$ cat src/rtl/mult_div_unit.sv
// mult_div_unit: multi-cycle 32x32 multiply / divide unit with architectural
// HI/LO registers. Multiplication is iterative shift-add, division is
// restoring shift-subtract; both work on magnitudes and apply the result sign
// in a final FIXUP cycle. Divide-by-zero short-circuits straight to DONE.
module mult_div_unit #(
    parameter int WIDTH = 32
) (
    input  logic             Clk,
    input  logic             Reset_n,
    input  logic             Start,
    input  logic [1:0]       Op,
    input  logic [WIDTH-1:0] OperandA,
    input  logic [WIDTH-1:0] OperandB,
    input  logic             WriteHi,
    input  logic             WriteLo,
    input  logic [WIDTH-1:0] HiLoData,
    output logic             Busy,
    output logic             Done,
    output logic             DivByZero,
    output logic [WIDTH-1:0] Hi,
    output logic [WIDTH-1:0] Lo
);

    localparam int                CNT_W    = $clog2(WIDTH);
    localparam logic [CNT_W-1:0]  CNT_LAST = CNT_W'(WIDTH - 1);

    // Op encoding: bit 1 selects divide, bit 0 selects unsigned.
    localparam logic [1:0] OP_MULT = 2'b00;

    typedef enum logic [1:0] {
        S_IDLE  = 2'b00,
        S_CALC  = 2'b01,
        S_FIXUP = 2'b10,
        S_DONE  = 2'b11
    } state_t;

    state_t               r_state;
    logic [1:0]           r_op;
    logic [WIDTH-1:0]     r_mag_a;     // |multiplicand| or |dividend|
    logic [WIDTH-1:0]     r_mag_b;     // |multiplier|  or |divisor|
    logic                 r_neg_res;   // product / quotient must be negated
    logic                 r_neg_rem;   // remainder must be negated (dividend < 0)
    logic [CNT_W-1:0]     r_cnt;
    logic [2*WIDTH-1:0]   r_acc;       // product, or quotient in the low half
    logic [WIDTH-1:0]     r_rem;       // divide partial remainder (settled value)
    logic [WIDTH-1:0]     r_hi;
    logic [WIDTH-1:0]     r_lo;
    logic                 r_busy;
    logic                 r_done;
    logic                 r_dbz;

    // Start-time operand conditioning
    logic                 w_op_div;
    logic                 w_op_signed;
    logic [WIDTH-1:0]     w_abs_a;
    logic [WIDTH-1:0]     w_abs_b;
    logic                 w_neg_res;
    logic                 w_neg_rem;
    logic                 w_div_zero;

    // One iteration of each algorithm
    logic [WIDTH:0]       w_mul_sum;
    logic [2*WIDTH-1:0]   w_mul_next;
    logic [WIDTH:0]       w_shifted;   // 33-bit partial remainder before trial subtract
    logic                 w_sub_ok;
    logic [WIDTH-1:0]     w_rem_next;
    logic [WIDTH-1:0]     w_quo_next;

    // Sign fixup
    logic [2*WIDTH-1:0]   w_prod;
    logic [WIDTH-1:0]     w_quo;
    logic [WIDTH-1:0]     w_rem;
    logic [WIDTH-1:0]     w_fix_hi;
    logic [WIDTH-1:0]     w_fix_lo;

    // Operand magnitudes and result signs taken when a new operation starts
    always_comb begin
        w_op_div    = Op[1];
        w_op_signed = ~Op[0];
        w_abs_a     = (w_op_signed && OperandA[WIDTH-1]) ? -OperandA : OperandA;
        w_abs_b     = (w_op_signed && OperandB[WIDTH-1]) ? -OperandB : OperandB;
        w_neg_res   = w_op_signed & (OperandA[WIDTH-1] ^ OperandB[WIDTH-1]);
        w_neg_rem   = w_op_signed & w_op_div & OperandA[WIDTH-1];
        w_div_zero  = w_op_div && (OperandB == '0);
    end

    // Single shift-add / restoring shift-subtract step
    always_comb begin
        // Multiply: conditionally add multiplicand to the upper half, then
        // shift the 65-bit {carry, acc} right by one.
        w_mul_sum  = {1'b0, r_acc[2*WIDTH-1:WIDTH]} +
                     (r_acc[0] ? {1'b0, r_mag_a} : '0);
        w_mul_next = {w_mul_sum, r_acc[WIDTH-1:1]};

        // Divide: bring the next dividend bit into the partial remainder.
        // The 33rd bit keeps a 2^31 magnitude from overflowing the compare.
        w_shifted  = {r_rem, r_acc[WIDTH-1]};
        w_sub_ok   = (w_shifted >= {1'b0, r_mag_b});
        // When the subtract succeeds the result is < divisor, so the low
        // WIDTH bits of the difference are exact.
        w_rem_next = w_sub_ok ? (w_shifted[WIDTH-1:0] - r_mag_b) : w_shifted[WIDTH-1:0];
        w_quo_next = {r_acc[WIDTH-2:0], w_sub_ok};
    end

    // Signed result correction applied in FIXUP
    always_comb begin
        // NOTE: every always_comb output gets a default first so no path leaves it unassigned (no latch).
        w_fix_hi = '0;
        w_fix_lo = '0;
        w_prod   = r_neg_res ? -r_acc : r_acc;
        w_quo    = r_neg_res ? -r_acc[WIDTH-1:0] : r_acc[WIDTH-1:0];
        w_rem    = r_neg_rem ? -r_rem : r_rem;
        if (r_op[1]) begin
            w_fix_hi = w_rem;
            w_fix_lo = w_quo;
        end else begin
            w_fix_hi = w_prod[2*WIDTH-1:WIDTH];
            w_fix_lo = w_prod[WIDTH-1:0];
        end
    end

    // Control FSM with datapath registers and registered outputs
    always_ff @(posedge Clk) begin
        // NOTE: sequential state uses non-blocking (<=) so every register samples pre-edge values.
        if (!Reset_n) begin
            r_state   <= S_IDLE;
            r_op      <= OP_MULT;
            r_mag_a   <= '0;
            r_mag_b   <= '0;
            r_neg_res <= 1'b0;
            r_neg_rem <= 1'b0;
            r_cnt     <= '0;
            r_acc     <= '0;
            r_rem     <= '0;
            r_hi      <= '0;
            r_lo      <= '0;
            r_busy    <= 1'b0;
            r_done    <= 1'b0;
            r_dbz     <= 1'b0;
        end else begin
            r_done <= 1'b0;
            r_dbz  <= 1'b0;
            case (r_state)
                S_IDLE: begin
                    // mthi/mtlo land first; a divide-by-zero start at the same
                    // edge overrides them below.
                    if (WriteHi) r_hi <= HiLoData;
                    if (WriteLo) r_lo <= HiLoData;
                    if (Start) begin
                        r_op      <= Op;
                        r_mag_a   <= w_abs_a;
                        r_mag_b   <= w_abs_b;
                        r_neg_res <= w_neg_res;
                        r_neg_rem <= w_neg_rem;
                        r_cnt     <= '0;
                        r_rem     <= '0;
                        // Divide seeds the quotient shifter with the dividend,
                        // multiply seeds the low half with the multiplier.
                        r_acc     <= {{WIDTH{1'b0}}, (w_op_div ? w_abs_a : w_abs_b)};
                        r_busy    <= 1'b1;
                        if (w_div_zero) begin
                            r_hi    <= OperandA;
                            r_lo    <= '1;
                            r_done  <= 1'b1;
                            r_dbz   <= 1'b1;
                            r_state <= S_DONE;
                        end else begin
                            r_state <= S_CALC;
                        end
                    end
                end

                S_CALC: begin
                    if (r_op[1]) begin
                        r_rem            <= w_rem_next;
                        r_acc[WIDTH-1:0] <= w_quo_next;
                    end else begin
                        r_acc <= w_mul_next;
                    end
                    r_cnt <= r_cnt + CNT_W'(1);
                    if (r_cnt == CNT_LAST) begin
                        r_state <= S_FIXUP;
                    end
                end

                S_FIXUP: begin
                    r_hi    <= w_fix_hi;
                    r_lo    <= w_fix_lo;
                    r_done  <= 1'b1;
                    r_state <= S_DONE;
                end

                S_DONE: begin
                    r_busy  <= 1'b0;
                    r_state <= S_IDLE;
                end

                default: begin
                    r_busy  <= 1'b0;
                    r_state <= S_IDLE;
                end
            endcase
        end
    end

    assign Busy      = r_busy;
    assign Done      = r_done;
    assign DivByZero = r_dbz;
    assign Hi        = r_hi;
    assign Lo        = r_lo;

endmodule
$ cat config.mk
export PLATFORM = sky130hd
export DESIGN_NAME = mult_div_unit
export DESIGN_NICKNAME = d
export VERILOG_FILES = /design/src/rtl/mult_div_unit.sv
export SDC_FILE = /design/constraint.sdc
export NUM_CORES = 1
export LEC_CHECK = 0
export CAP_MARGIN = 20
export CORE_MARGIN = 10
export CORE_UTILIZATION = 45
export CTS_CLUSTER_DIAMETER = 50
export DETAILED_ROUTE_END_ITERATION = 10
export PLACE_DENSITY = 0.74
export SYNTH_ARGS = -nofsm -noshare
export SYNTH_HDL_FRONTEND = slang
export SYNTH_SLANG_ARGS = --single-unit
$ cat constraint.sdc
create_clock -name Clk -period 8.85 [get_ports Clk]
set_clock_uncertainty 0.15 [all_clocks]
set_input_delay 0.885 -clock Clk [delete_from_list [all_inputs] [get_ports Clk]]
set_output_delay 0.885 -clock Clk [all_outputs]
set_load 0.05 [all_outputs]
; ---- Word-level counts from Yosys, hierarchy flattened
; Cells that the tools add are included.
[op_classes]
muxes = 36
order_cmp = 1
n_eq_ne = 8
n_bitwise = 5
reduce_logical = 15
add_sub_neg = 8
[ops]
columns = cell, n
row1 = 32-bit two-way mux, 19
row2 = 32-bit one-hot mux with 2 select lines, 3
row3 = 64-bit two-way mux, 2
row4 = 32-bit negation, 4
row5 = 64-bit one-hot mux with 2 select lines, 1
row6 = 64-bit negation, 1
row7 = 32-bit by 32-bit adder with 33-bit output, 1
row8 = 33-bit by 32-bit >= comparator with 1-bit output, 1
row9 = 32-bit zero test, 1
row10 = 32-bit subtractor, 1
row11 = 5-bit one-hot mux with 2 select lines, 1
row12 = 2-bit AND reduction, 5
row13 = 2-bit inequality test (second input constant), 4
row14 = 2-bit one-hot mux with 4 select lines, 1
row15 = 2-bit two-way mux, 3
row16 = 3-bit AND reduction, 2
row17 = 2-bit nonzero test, 3
row18 = 5-bit by 1-bit adder with 5-bit output (second input constant), 1
row19 = 5-bit equality test (second input constant), 1
row20 = 5-bit two-way mux, 1
row21 = 2-bit equality test (second input constant), 2
row22 = 1-bit one-hot mux with 2 select lines, 2
row23 = 1-bit AND, 3
row24 = 1-bit logical AND, 3
row25 = other kinds (5), 7
[totals]
word_cells = 88
reg_bits = 238

; ---- Depth between registers and ports, before layout
; Gate-level depths: netlist of run 1.
[depth]
word_depth = 6
depth_mapped = 13
ltp_nobuf = 12

; ---- Worst setup path before layout of run 1
; Ideal clock, no wire load.
[synth_timing]
kind = in2reg
start = in OperandB[0]
end = reg r_lo[27], in the netlist Lo[27]
n_path_buf = 2
path_stages = 12
arrival_time_ps = 3374
path_slack_ps = 5256
path_cell_list = inv_1 > ha_1 > or3b_2 > or3_1 > nor4b_2 > and2_1 > buf_2 > nor2_1 > nand2_1 > clkbuf_1 > o221ai_1 > a21oi_1
[synth_via]
elab_chain_cells = 5
[synth_rtl]
columns = item, line
row1 = "start, declared", 13  ; input logic [WIDTH-1:0] OperandB,
row2 = 32-bit zero test, 84  ; w_div_zero = w_op_div && (OperandB == '0);
row3 = 1-bit logical AND, 84
row4 = 32-bit two-way mux, 161  ; if (w_div_zero) begin
row5 = 32-bit two-way mux, 149  ; if (Start) begin
row6 = 32-bit one-hot mux with 2 select lines, 143  ; case (r_state)
row7 = "end signal, assigned", 148  ; if (WriteLo) r_lo <= HiLoData;
row8 = "end signal, assigned", 188  ; r_lo <= w_fix_lo;
row9 = "end, declared", 47  ; logic [WIDTH-1:0] r_lo;
; Every way passes these cells.
; A chain may end at the register's enable or synchronous reset.

; ---- Final worst setup path of run 1
[layout_timing]
start = in OperandB[0]
end = reg r_lo[12], in the netlist Lo[12]
; The elaborated chain is that of the path after synthesis.

==> qor.csv, run 1 <==
stage,metric,value,unit
cts,cts.root.buffer_cell,clkbuf_16,
global_routing,grt_pass1_vias,17400,
cts,cts_setup_buffers,0,
final_layout,fillers,3656,
pwr,switching_share,0.466,
setup_path,cp_slowest_cell,nand2_1,
global_routing,grt_max_degree,85,
placement,place_ws,3.50,ns
cts,cts_made_buffers,37,
setup_path,slowest_delay,0.61,ns
drt,wirelength,71500,um
hold_path,hp-class,reg2reg,
final_layout,nNetsFinal,2576,
setup_path,cp_top_family,simple AND/OR/NAND/NOR gates,
timing,maxSlewViolCount,0,
logic_synthesis,synth_compound_area_frac,0.292,
logic_synthesis,synth_simple_gate_area_frac,0.204,
timing,tightestPinTransition,1.19,ns
hold_path,hold_start,r_mag_a[0],
cts,cts.sinks,237,
pwr,p_sw,2.64,mW
setup_path,crit_start,OperandB[0],
cts,htree_levels,2,
logic_synthesis,netlist-cell-type-count,79,
pwr,clkPwrFrac,0.257,
global_routing,grt_pass1_wl,107000,um
drt,first_pass_iters,8,
logic_synthesis,synth-adder-area-share,0.0546,
placement,dpl.hpwl,54100,um
setup_path,crit_buf_inv,2,
setup_path,worstPathMaxFanout,19,
pwr,ir_drop,0.430,mV
cts,path_clk_slew,0.06,ns
setup_path,endpoint_kind,flop,
cts,cts.hold.buffers_added,0,
setup_path,crit_type,in2reg,
pwr,power.internal,3.03,mW
cts,clock_latency,0.55,ns
logic_synthesis,synth_largest_area_cell,dfxtp_1,
cts,cts_tree,yes,
cts,cts_buffer_depth,3,
final_layout,antennaDiodeCount,0,
setup_path,timing.rr.start,r_rem[0],
timing,period_needed,4.79,ns
die,initial_core_util,0.456,
setup_path,crit_required,9.12,ns
die,die_w,218,um
die,die_y,218,um
final_layout,area_growth,17.8,%
pwr,p_comb_frac,0.461,
setup_path,critPathMostFrequentCell,nor2_1,
pwr,power_density,272,mW/mm^2
drt,wl_per_cell,24.3,um
timing,tns,0,ns
logic_synthesis,synth_top_area_share,0.268,
timing,fin_hold_ws,0.307,ns
logic_synthesis,synth_ff_type,dfxtp_1,
placement,port_buffers,169,
global_routing,grt-ovfl-total,0,
pwr,p_leak,7.82,nW
timing,rsz0062_at_grt,no,
die,die_area,0.0476,sq mm
timing,fin_crit_sh,0.541,
drt,drcViolationCount,0,
logic_synthesis,avgSynthCellArea,7.61,sq um
logic_synthesis,synth_edf_count,0,
timing,hold_viol_final,0,
drt,postRouteAntennaNets,0,
die,io_pins,170,
timing,worst_slack,4.06,ns
logic_synthesis,ys_async_sr_fraction,0,
logic_synthesis,netlist_area,0.0177,sq mm
drt,vias,19100,
logic_synthesis,yosys_warnings,0,
global_routing,grt_usage,0.285,
final_layout,drive_above_1_share,0.0577,
timing,setup_viol,0,
logic_synthesis,synth_nets,2501,
cts,cts.repair.resized,0,
logic_synthesis,synth_top_family_by_area,compound AO/OA/AOI/OAI gates,
logic_synthesis,synth_xor_area_frac,0.0961,
setup_path,startpoint_type,input pin,
setup_path,path_cells,clkdlybuf4s50_1 -> inv_1 -> ha_1 -> or3b_2 -> or3_1 -> nor4b_2 -> and2_1 -> nor2_1 -> nand2_1 -> nor2_1 -> a2111oi_0,
flow_run,drv_cap,0,
logic_synthesis,synth_area_leaders,"dfxtp_1 27%, a21oi_1 6.0%, xor2_1 5.3%, ha_1 5.2%, nand2_1 4.9%",
logic_synthesis,seq_area_frac_synth,0.268,
drt,vias_per_cell,6.48,
global_routing,antenna_found_initial,1,
logic_synthesis,muxShareOfSynthArea,0.0363,
pwr,seqPwrFrac,0.283,
drt,initialDrtViolationCount,2619,
timing,slew_headroom,0.207,
run_status,status,"complete, no violations",
pwr,report.power.total,5.67,mW
die,core-area,0.0387,sq mm
die,rows,72,
logic_synthesis,ys_ff_latch,237,
setup_path,arrival,5.06,ns
logic_synthesis,syn_inst,2322,
placement,globalplace.congestion,1.07,
timing,clock.fmax,209,MHz
[sequential cells by signal (all words and copies together) (netlist names), 2 cells and up]
name and cells:
Hi 32, Lo 32, r_acc 64, r_cnt 5, r_mag_a 32, r_mag_b 32
r_rem 32, r_state 2
[cell usage after synthesis (24+ instances only)]
master / instances
a21oi_1: 213
nor3_1: 41
o211ai_1: 28
clkbuf_1: 137
o31ai_1: 54
mux2i_1: 54
xor2_1: 107
ha_1: 74
a21o_1: 32
and2_1: 46
nand2_1: 229
nand3_1: 30
nor2_1: 210
a211oi_1: 91
o21ai_0: 116
inv_1: 68
dfxtp_1: 237
o221ai_1: 30
a31oi_1: 24
o21ai_1: 41
nand4_1: 25
xnor2_1: 87
[final timing paths]
| path | endpoint | slack, ns | cells past startpoint |
|---|---|---|---|
| setup / recovery | Lo[12] | 4.06 | 11 |
| hold / removal | r_mag_a[0] | 0.31 | 2 |
| setup reg to reg | r_rem[19] | 4.48 | 9 |
| hold reg to reg | r_mag_a[0] | 0.31 | 2 |
[worst register-to-register path, delay by kind of cell (launching register included)]
family	cells	cell delay (ns)
AO/OA/AOI/OAI	6	2.58
AND/OR/NAND/NOR	2	0.61
flip-flops	1	0.59
adder cells (fa/ha/maj)	1	0.33
[cell type report]
type | count | area, sq um | area share
Multi-Input combinational cell | 1858 | 12100 | 0.581
Sequential cell | 237 | 4750 | 0.228
Timing Repair Buffer | 193 | 1870 | 0.0896
Clock buffer | 42 | 955 | 0.0458
Tap cell | 518 | 648 | 0.0311
Inverter | 70 | 264 | 0.0127
Clock inverter | 25 | 254 | 0.0122
[layer usage]
layer / global-route usage / up-vias / wire [um]
li1: - / 8710 / -
met1: 0.392 / 8941 / 30200
met2: 0.422 / 1233 / 29900
met3: 0.0653 / 177 / 8320
met4: 0.114 / 2 / 3090
met5: 0 / - / 13
[through the flow]
step	util	cell area, sq um	instances
after floorplan	-	17700	2322
after global placement	0.507	19600	2876
after detailed placement	0.507	19600	2876
after CTS	0.538	20800	2943
after global routing	0.538	20800	2943
final	0.538	20800	2943
[cell families after synthesis]
| family | Yosys count |
|---|---|
| compound gates | 788 |
| simple gates | 737 |
| flops | 237 |
| buf+inv | 227 |
| xor+xnor | 194 |
| fa+ha+maj | 76 |
| mux | 63 |
[power groups by stage]
stage | clock network (mW) | registers, mW | logic [mW]
CTS | 1.46 | 1.58 | 2.55
floorplan | 0 | 1.85 | 1.45
global placement | 0 | 1.59 | 2.51
detailed placement | 0 | 1.60 | 2.54
global route | 1.51 | 1.62 | 2.78
finish | 1.45 | 1.60 | 2.61
[cell usage in the layout, fill, tap and decap left out, types with 67 or more instances in the layout]
cell type	count
a211oi_1	90
a21oi_1	211
clkdlybuf4s50_1	168
dfxtp_1	235
ha_1	72
inv_1	67
nand2_1	229
nor2_1	210
o21ai_0	116
xnor2_1	87
xor2_1	107
Power figures use the tool's default switching activity.
==> run 2: changes to the inputs <==
- clock period: 8.85 -> 4.5 ns (I/O delays scaled with it)
==> run 2 against run 1 <==
Net effect:
- via count hardly changed
- routed wire length rose by 1.7%
- die area did not move
- clock-buffer cell count rose by 3
- combinational power is 100% higher
- sequential cell count unchanged
- first-iteration DRC count fell by 0.65%
- sequential share of layout area is 0.16 points lower
- cell count up 0.78%
- sequential power grew 98%
==> qor.csv, run 2 (synthesis results as in run 1) <==
stage,metric,value,unit,change
timing,period_needed,3.77,ns,
placement,globalplace.congestion,1.03,,-3.6%
hold_path,hp-class,reg2reg,,
drt,wirelength,72700,um,+1.7%
drt,first_pass_iters,6,,-2
hold_path,hold_path_depth,2,,unchanged
setup_path,timing.rr.start,r_acc[12],,
cts,cts.hold.buffers_added,0,,unchanged
die,rows,72,,unchanged
global_routing,antenna_found_initial,0,,-1
die,die_w,218,um,unchanged
cts,cts.sinks,237,,unchanged
die,initial_core_util,0.456,,unchanged
timing,hold_viol_final,0,,unchanged
cts,cts_made_buffers,36,,-2.7%
timing,tns,0,ns,unchanged
setup_path,endpoint_kind,flop,,
final_layout,layout_common_cells,"235 x dfxtp_1, 229 x nand2_1, 212 x a21oi_1, 210 x nor2_1, 168 x clkdlybuf4s50_1",,
timing,setup_viol,0,,unchanged
cts,cts.repair.resized,0,,unchanged
final_layout,largest_reg_flops,64,,unchanged
cts,clock_latency,0.54,ns,about the same
drt,vias_per_cell,6.43,,-0.68%
final_layout,drive_above_1_share,0.0662,,+0.00844
timing,worst_slack,0.732,ns,-3.33 ns
cts,path_clk_slew,0.06,ns,about the same
pwr,ir_drop,0.678,mV,+58%
hold_path,hold_path_end,r_mag_a[31],,
setup_path,worstPathMaxFanout,18,,-1
placement,place_ws,0.278,ns,-3.23 ns
final_layout,nNetsFinal,2599,,+0.89%
drt,vias,19100,,+0.094%
flow_run,drv_cap,0,,unchanged
global_routing,grt-busiest-layer,met2,,
global_routing,grt_usage,0.294,,+0.00851
setup_path,r2r-end,Hi[13],,
cts,cts_setup_buffers,0,,unchanged
global_routing,grt_max_degree,75,,-12%
setup_path,crit_required,4.79,ns,-4.33 ns
setup_path,arrival,4.06,ns,-1.00 ns
setup_path,reg2regPathDepth,8,,-1
setup_path,slowest_delay,0.51,ns,-0.10 ns
setup_path,cp_slowest_cell,or3b_2,,
cts,cts_buffer_depth,3,,unchanged
drt,initialDrtViolationCount,2602,,-0.65%
die,io_pins,170,,unchanged
setup_path,critPathMostFrequentCell,buf_4,,
pwr,p_leak,7.93,nW,+1.4%
global_routing,use_met3,0.0698,,+0.00442
die,core-area,0.0387,sq mm,unchanged
setup_path,crit_type,in2reg,,
die,die_area,0.0476,sq mm,unchanged
pwr,power_density,532,mW/mm^2,+95%
final_layout,fillers,3708,,+1.4%
drt,postRouteAntennaNets,0,,unchanged
setup_path,ff2ff_setup_slack,0.84,ns,-3.64 ns
drt,wl_per_cell,24.5,um,+0.87%
die,die_y,218,um,unchanged
final_layout,mostFrequentLayoutCell,dfxtp_1,,
timing,slew_headroom,0.355,,+0.148
drt,drcViolationCount,0,,unchanged
global_routing,use_met1,0.402,,+0.00914
global_routing,grt-ovfl-total,0,,unchanged
pwr,report.power.total,11.2,mW,+97%
timing,maxSlewViolCount,0,,unchanged
placement,port_buffers,169,,unchanged
setup_path,path_cells,clkdlybuf4s50_1 -> inv_1 -> ha_1 -> or3b_2 -> or3_1 -> nor4b_2 -> buf_4 -> and2_1 -> nor2_1 -> nand2_1 -> buf_4 -> o221ai_1 -> a21oi_1,,
timing,tightestPinTransition,0.965,ns,-0.221 ns
timing,rsz0062_at_grt,no,,
cts,cts.root.buffer_cell,clkbuf_16,,
global_routing,grt_pass1_wl,109000,um,+2.6%
timing,clock.fmax,265,MHz,
global_routing,met2_usage,0.433,,+0.0109
final_layout,area_growth,18.7,%,
timing,fin_crit_sh,0.837,,
cts,cts_tree,yes,,
cts,htree_levels,2,,unchanged
placement,dpl.hpwl,56400,um,+4.2%
final_layout,regMostFlops,r_acc,,
setup_path,startpoint_type,input pin,,
hold_path,hold_start,r_mag_a[31],,
global_routing,grt_pass1_vias,17800,,+2.5%
final_layout,antennaDiodeCount,0,,unchanged
run_status,status,"complete, no violations",,
run 2: changes by cell type in the layout (fill, tap and decap cells not counted), sizes merged:
cell,previous run,this run
buf,25,49
inv,79,74
clkbuf,42,45
clkinv,10,12
bufinv,2,1
run 2: how the worst max path moves through the flow:
| stage | from | slack, ns | endpoint |
|---|---|---|---|
| after floorplan | r_acc[0] | 1.32 | Lo[22] |
| after global placement | OperandB[0] | 0.41 | Lo[19] |
| after detailed placement | OperandB[0] | 0.28 | Lo[29] |
| after CTS | OperandB[0] | 0.80 | Lo[26] |
| after global routing | OperandB[0] | 0.58 | Lo[28] |
| final | OperandB[0] | 0.73 | Lo[26] |
run 2: area by class of cell:
cell class                 count  area [sq um]  share of cell area
multi-input combinational   1858         12100               0.576
tap                          518           648              0.0309
timing repair buffer         217          2060              0.0981
clock buffer                  45           996              0.0475
sequential                   237          4750               0.226
clock inverter                21           175             0.00835
inverter                      70           264              0.0126
run 2: report_power, final:
part | leakage (nW) | switching (mW) | internal [mW]
clock | 0.574 | 1.12 | 1.65
combinational | 5.41 | 3.48 | 1.74
sequential | 1.95 | 0.565 | 2.60
run 2: critical path, delay by kind of cell:
kind            cells  cell delay (ns)
compound gates      2             0.31
fa+ha+maj           1             0.18
buf+inv             4             1.07
simple gates        6             2.03
run 2: per-layer routing:
metal,vias to the layer above,part of all wire
met5,-,0
met4,0,0.045
met3,165,0.12
met2,1155,0.42
met1,9006,0.42
li1,8755,-
run 2: metrics by stage:
stage	hold WS, ns	instances	cell area [sq um]	util
floorplan	0.282	2322	17700	-
global placement	0.287	2900	19800	0.511
detailed placement	0.305	2900	19800	0.511
CTS	0.305	2966	21000	0.542
global route	0.330	2966	21000	0.542
finish	0.321	2966	21000	0.542
==> run 3: changes to the inputs <==
- PLACE_DENSITY: 0.74 -> 0.77
- clock period: 4.5 -> 3.2 ns (I/O delays scaled with it)
==> run 3 against run 2 <==
Net effect:
- die area unchanged
- the flow now finishes with violations (setup timing)
- non-clock buffer count increased by 296
- cell count increased by 10%
- largest cell class unchanged
- clock power increased by 60%
- final area increased by 13%
- global-route usage increased by 2.7 points
- clock-buffer cell count increased by 5
- register-to-register slack got worse by 0.85 ns
- sequential cell count unchanged
- critical path type is now reg2reg
- via count increased by 6.1%
- worst hold slack got worse by 0.29 ns
==> qor.csv, run 3 (synthesis results as in run 1) <==
stage,metric,value,unit,change
global_routing,grt_usage,0.321,,+0.0272
cts,cts_made_buffers,40,,+11%
setup_path,crit_required,3.49,ns,-1.30 ns
timing,setup_viol,1,,+1
pwr,power.internal,9.51,mW,+59%
final_layout,mostFrequentLayoutCell,buf_4,,
setup_path,path_cells,inv_2 -> ha_4 -> or3b_4 -> or4_4 -> nor4_4 -> buf_6 -> nand2_4 -> o41ai_4 -> xor2_1 -> nor2_1 -> or3_1,,
global_routing,grt_pass1_vias,19000,,+7.0%
timing,hold_viol_final,0,,unchanged
timing,tightestPinTransition,1.10,ns,+0.135 ns
die,die_w,218,um,unchanged
setup_path,arrival,3.50,ns,-0.56 ns
timing,period_needed,3.21,ns,
final_layout,largest_reg_flops,64,,unchanged
drt,initialDrtViolationCount,2638,,+1.4%
cts,cts_tree,yes,,
final_layout,fillers,3453,,-6.9%
placement,port_buffers,169,,unchanged
global_routing,grt_max_degree,78,,+4.0%
die,die_area,0.0476,sq mm,unchanged
pwr,switching_share,0.450,,-0.0137
drt,drcViolationCount,0,,unchanged
final_layout,final_cells,3271,,+10%
global_routing,grt-ovfl-total,0,,unchanged
drt,first_pass_iters,6,,unchanged
setup_path,endpoint_kind,flop,,
timing,slew_headroom,0.264,,-0.0909
pwr,ir_drop,0.701,mV,+3.4%
global_routing,grt_pass1_wl,118000,um,+7.8%
setup_path,worstPathMaxFanout,6,,-12
pwr,seqPwrFrac,0.249,,-0.034
pwr,power_density,727,mW/mm^2,+37%
setup_path,startpoint_type,flop,,
final_layout,multi_input_area,0.0124,sq mm,+2.5%
pwr,report.power.total,17.3,mW,+55%
timing,maxSlewViolCount,0,,unchanged
drt,postRouteAntennaNets,0,,unchanged
die,die_y,218,um,unchanged
final_layout,seq_area,0.00475,sq mm,about the same
final_layout,area_growth,34.5,%,
pwr,p_leak,9.52,nW,+20%
hold_path,hp-class,in2reg,,
drt,vias_per_cell,6.19,,-3.8%
pwr,p_sw,7.78,mW,+50%
timing,worst_slack,-0.0105,ns,-0.743 ns
flow_run,drv_cap,0,,unchanged
die,initial_core_util,0.456,,unchanged
final_layout,regMostFlops,r_acc,,
drt,vias,20300,,+6.1%
cts,path_clk_slew,0.06,ns,about the same
final_layout,drive_above_1_share,0.186,,+0.120
run_status,violations,setup timing,,
setup_path,slowest_delay,0.49,ns,-0.02 ns
timing,clock.fmax,311,MHz,
die,rows,72,,unchanged
cts,cts.sinks,237,,unchanged
drt,wl_per_cell,24.3,um,-0.80%
timing,tns,-0.0105,ns,-0.0105 ns
die,core-area,0.0387,sq mm,unchanged
placement,dpl.hpwl,62600,um,+11%
global_routing,antenna_found_initial,1,,+1
final_layout,nNetsFinal,2899,,+12%
run_status,status,"complete, but fails checks",,
cts,clock_latency,0.57,ns,+0.03 ns
die,io_pins,170,,unchanged
setup_path,cp_slowest_cell,or4_4,,
cts,cts.root.buffer_cell,clkbuf_16,,
timing,rsz0062_at_grt,yes,,
setup_path,crit_type,reg2reg,,
placement,dpl.cell_count,3195,,+10%
pwr,clkPwrFrac,0.256,,+0.007
pwr,p_comb_frac,0.495,,+0.027
cts,htree_levels,2,,unchanged
cts,cts_buffer_depth,3,,unchanged
drt,wirelength,79500,um,+9.4%
placement,globalplace.congestion,1.08,,+5.0%
timing,fin_crit_sh,1.00,,
final_layout,layout_common_cells,"333 x buf_4, 234 x dfxtp_1, 228 x nand2_1, 209 x a21oi_1, 209 x nor2_1",,
[run 3: cell types whose count changed in the layout (fill, tap and decap cells not counted), moves of 4 or more]
cell	change
clkbuf_16	+5
o41ai_1	-4
buf_4	+286
inv_2	+4
ha_4	+5
or4_1	-6
ha_1	-8
or4_4	+6
inv_1	-4
o21ai_0	-5
buf_12	+7
[run 3: power groups by stage]
stage | registers [mW] | logic [mW] | clock network [mW]
floorplan | 5.11 | 4.01 | 0
finish | 4.31 | 8.56 | 4.42
global route | 4.35 | 9.09 | 4.55
detailed placement | 4.29 | 8.14 | 0
CTS | 4.25 | 8.22 | 4.43
global placement | 4.28 | 8.03 | 0
[run 3: final timing paths]
check	start	to	slack, ns	cells past startpoint
worst min register to register	r_mag_a[0]	r_mag_a[0]	0.32	2
worst max register to register	r_acc[0]	Hi[14]	-0.01	11
worst max-delay path	r_acc[0]	Hi[14]	-0.01	11
worst min-delay path	Reset_n	r_mag_a[0]	0.03	3
[run 3: layout make-up]
cell class,count,area share
multi-input combinational,1858,0.521
sequential,237,0.200
timing repair buffer,513,0.184
clock buffer,50,0.0459
tap,518,0.0272
inverter,70,0.0111
clock inverter,24,0.0108
antenna,1,0.000105
[run 3: metrics by stage]
stage,utilization,instance area [sq um],hold WS (ns),setup WS (ns)
detailed placement,0.571,22100,0.298,-0.432
global route,0.614,23800,0.0262,-0.0575
global placement,0.571,22100,0.292,-0.331
CTS,0.607,23500,0.00485,0.00296
floorplan,-,17700,0.282,0.0207
finish,0.614,23800,0.0289,-0.0105
[run 3: per-layer routing]
| metal | share of wire | up-vias | track usage |
|---|---|---|---|
| met5 | 0 | - | 0 |
| met4 | 0.038 | 0 | 0.121 |
| met3 | 0.11 | 166 | 0.0772 |
| met2 | 0.43 | 1083 | 0.486 |
| met1 | 0.42 | 9638 | 0.433 |
| li1 | - | 9363 | - |
[run 3: timing repair]
item / in CTS / in global routing
setup endpoints to repair: 36 / 63
gates cloned: 0 / 0
setup buffers: 0 / 1
gates resized for setup: 13 / 56
hold buffers: 0 / 0
pin swaps: 1 / 22
[run 3: critical path: cells and delay by family, from the launching register on]
kind	cells	cell delay [ns]
simple gates	6	1.63
flops	1	0.37
compound gates	1	0.30
buf+inv	2	0.24
xor+xnor	1	0.24
fa+ha+maj	1	0.13
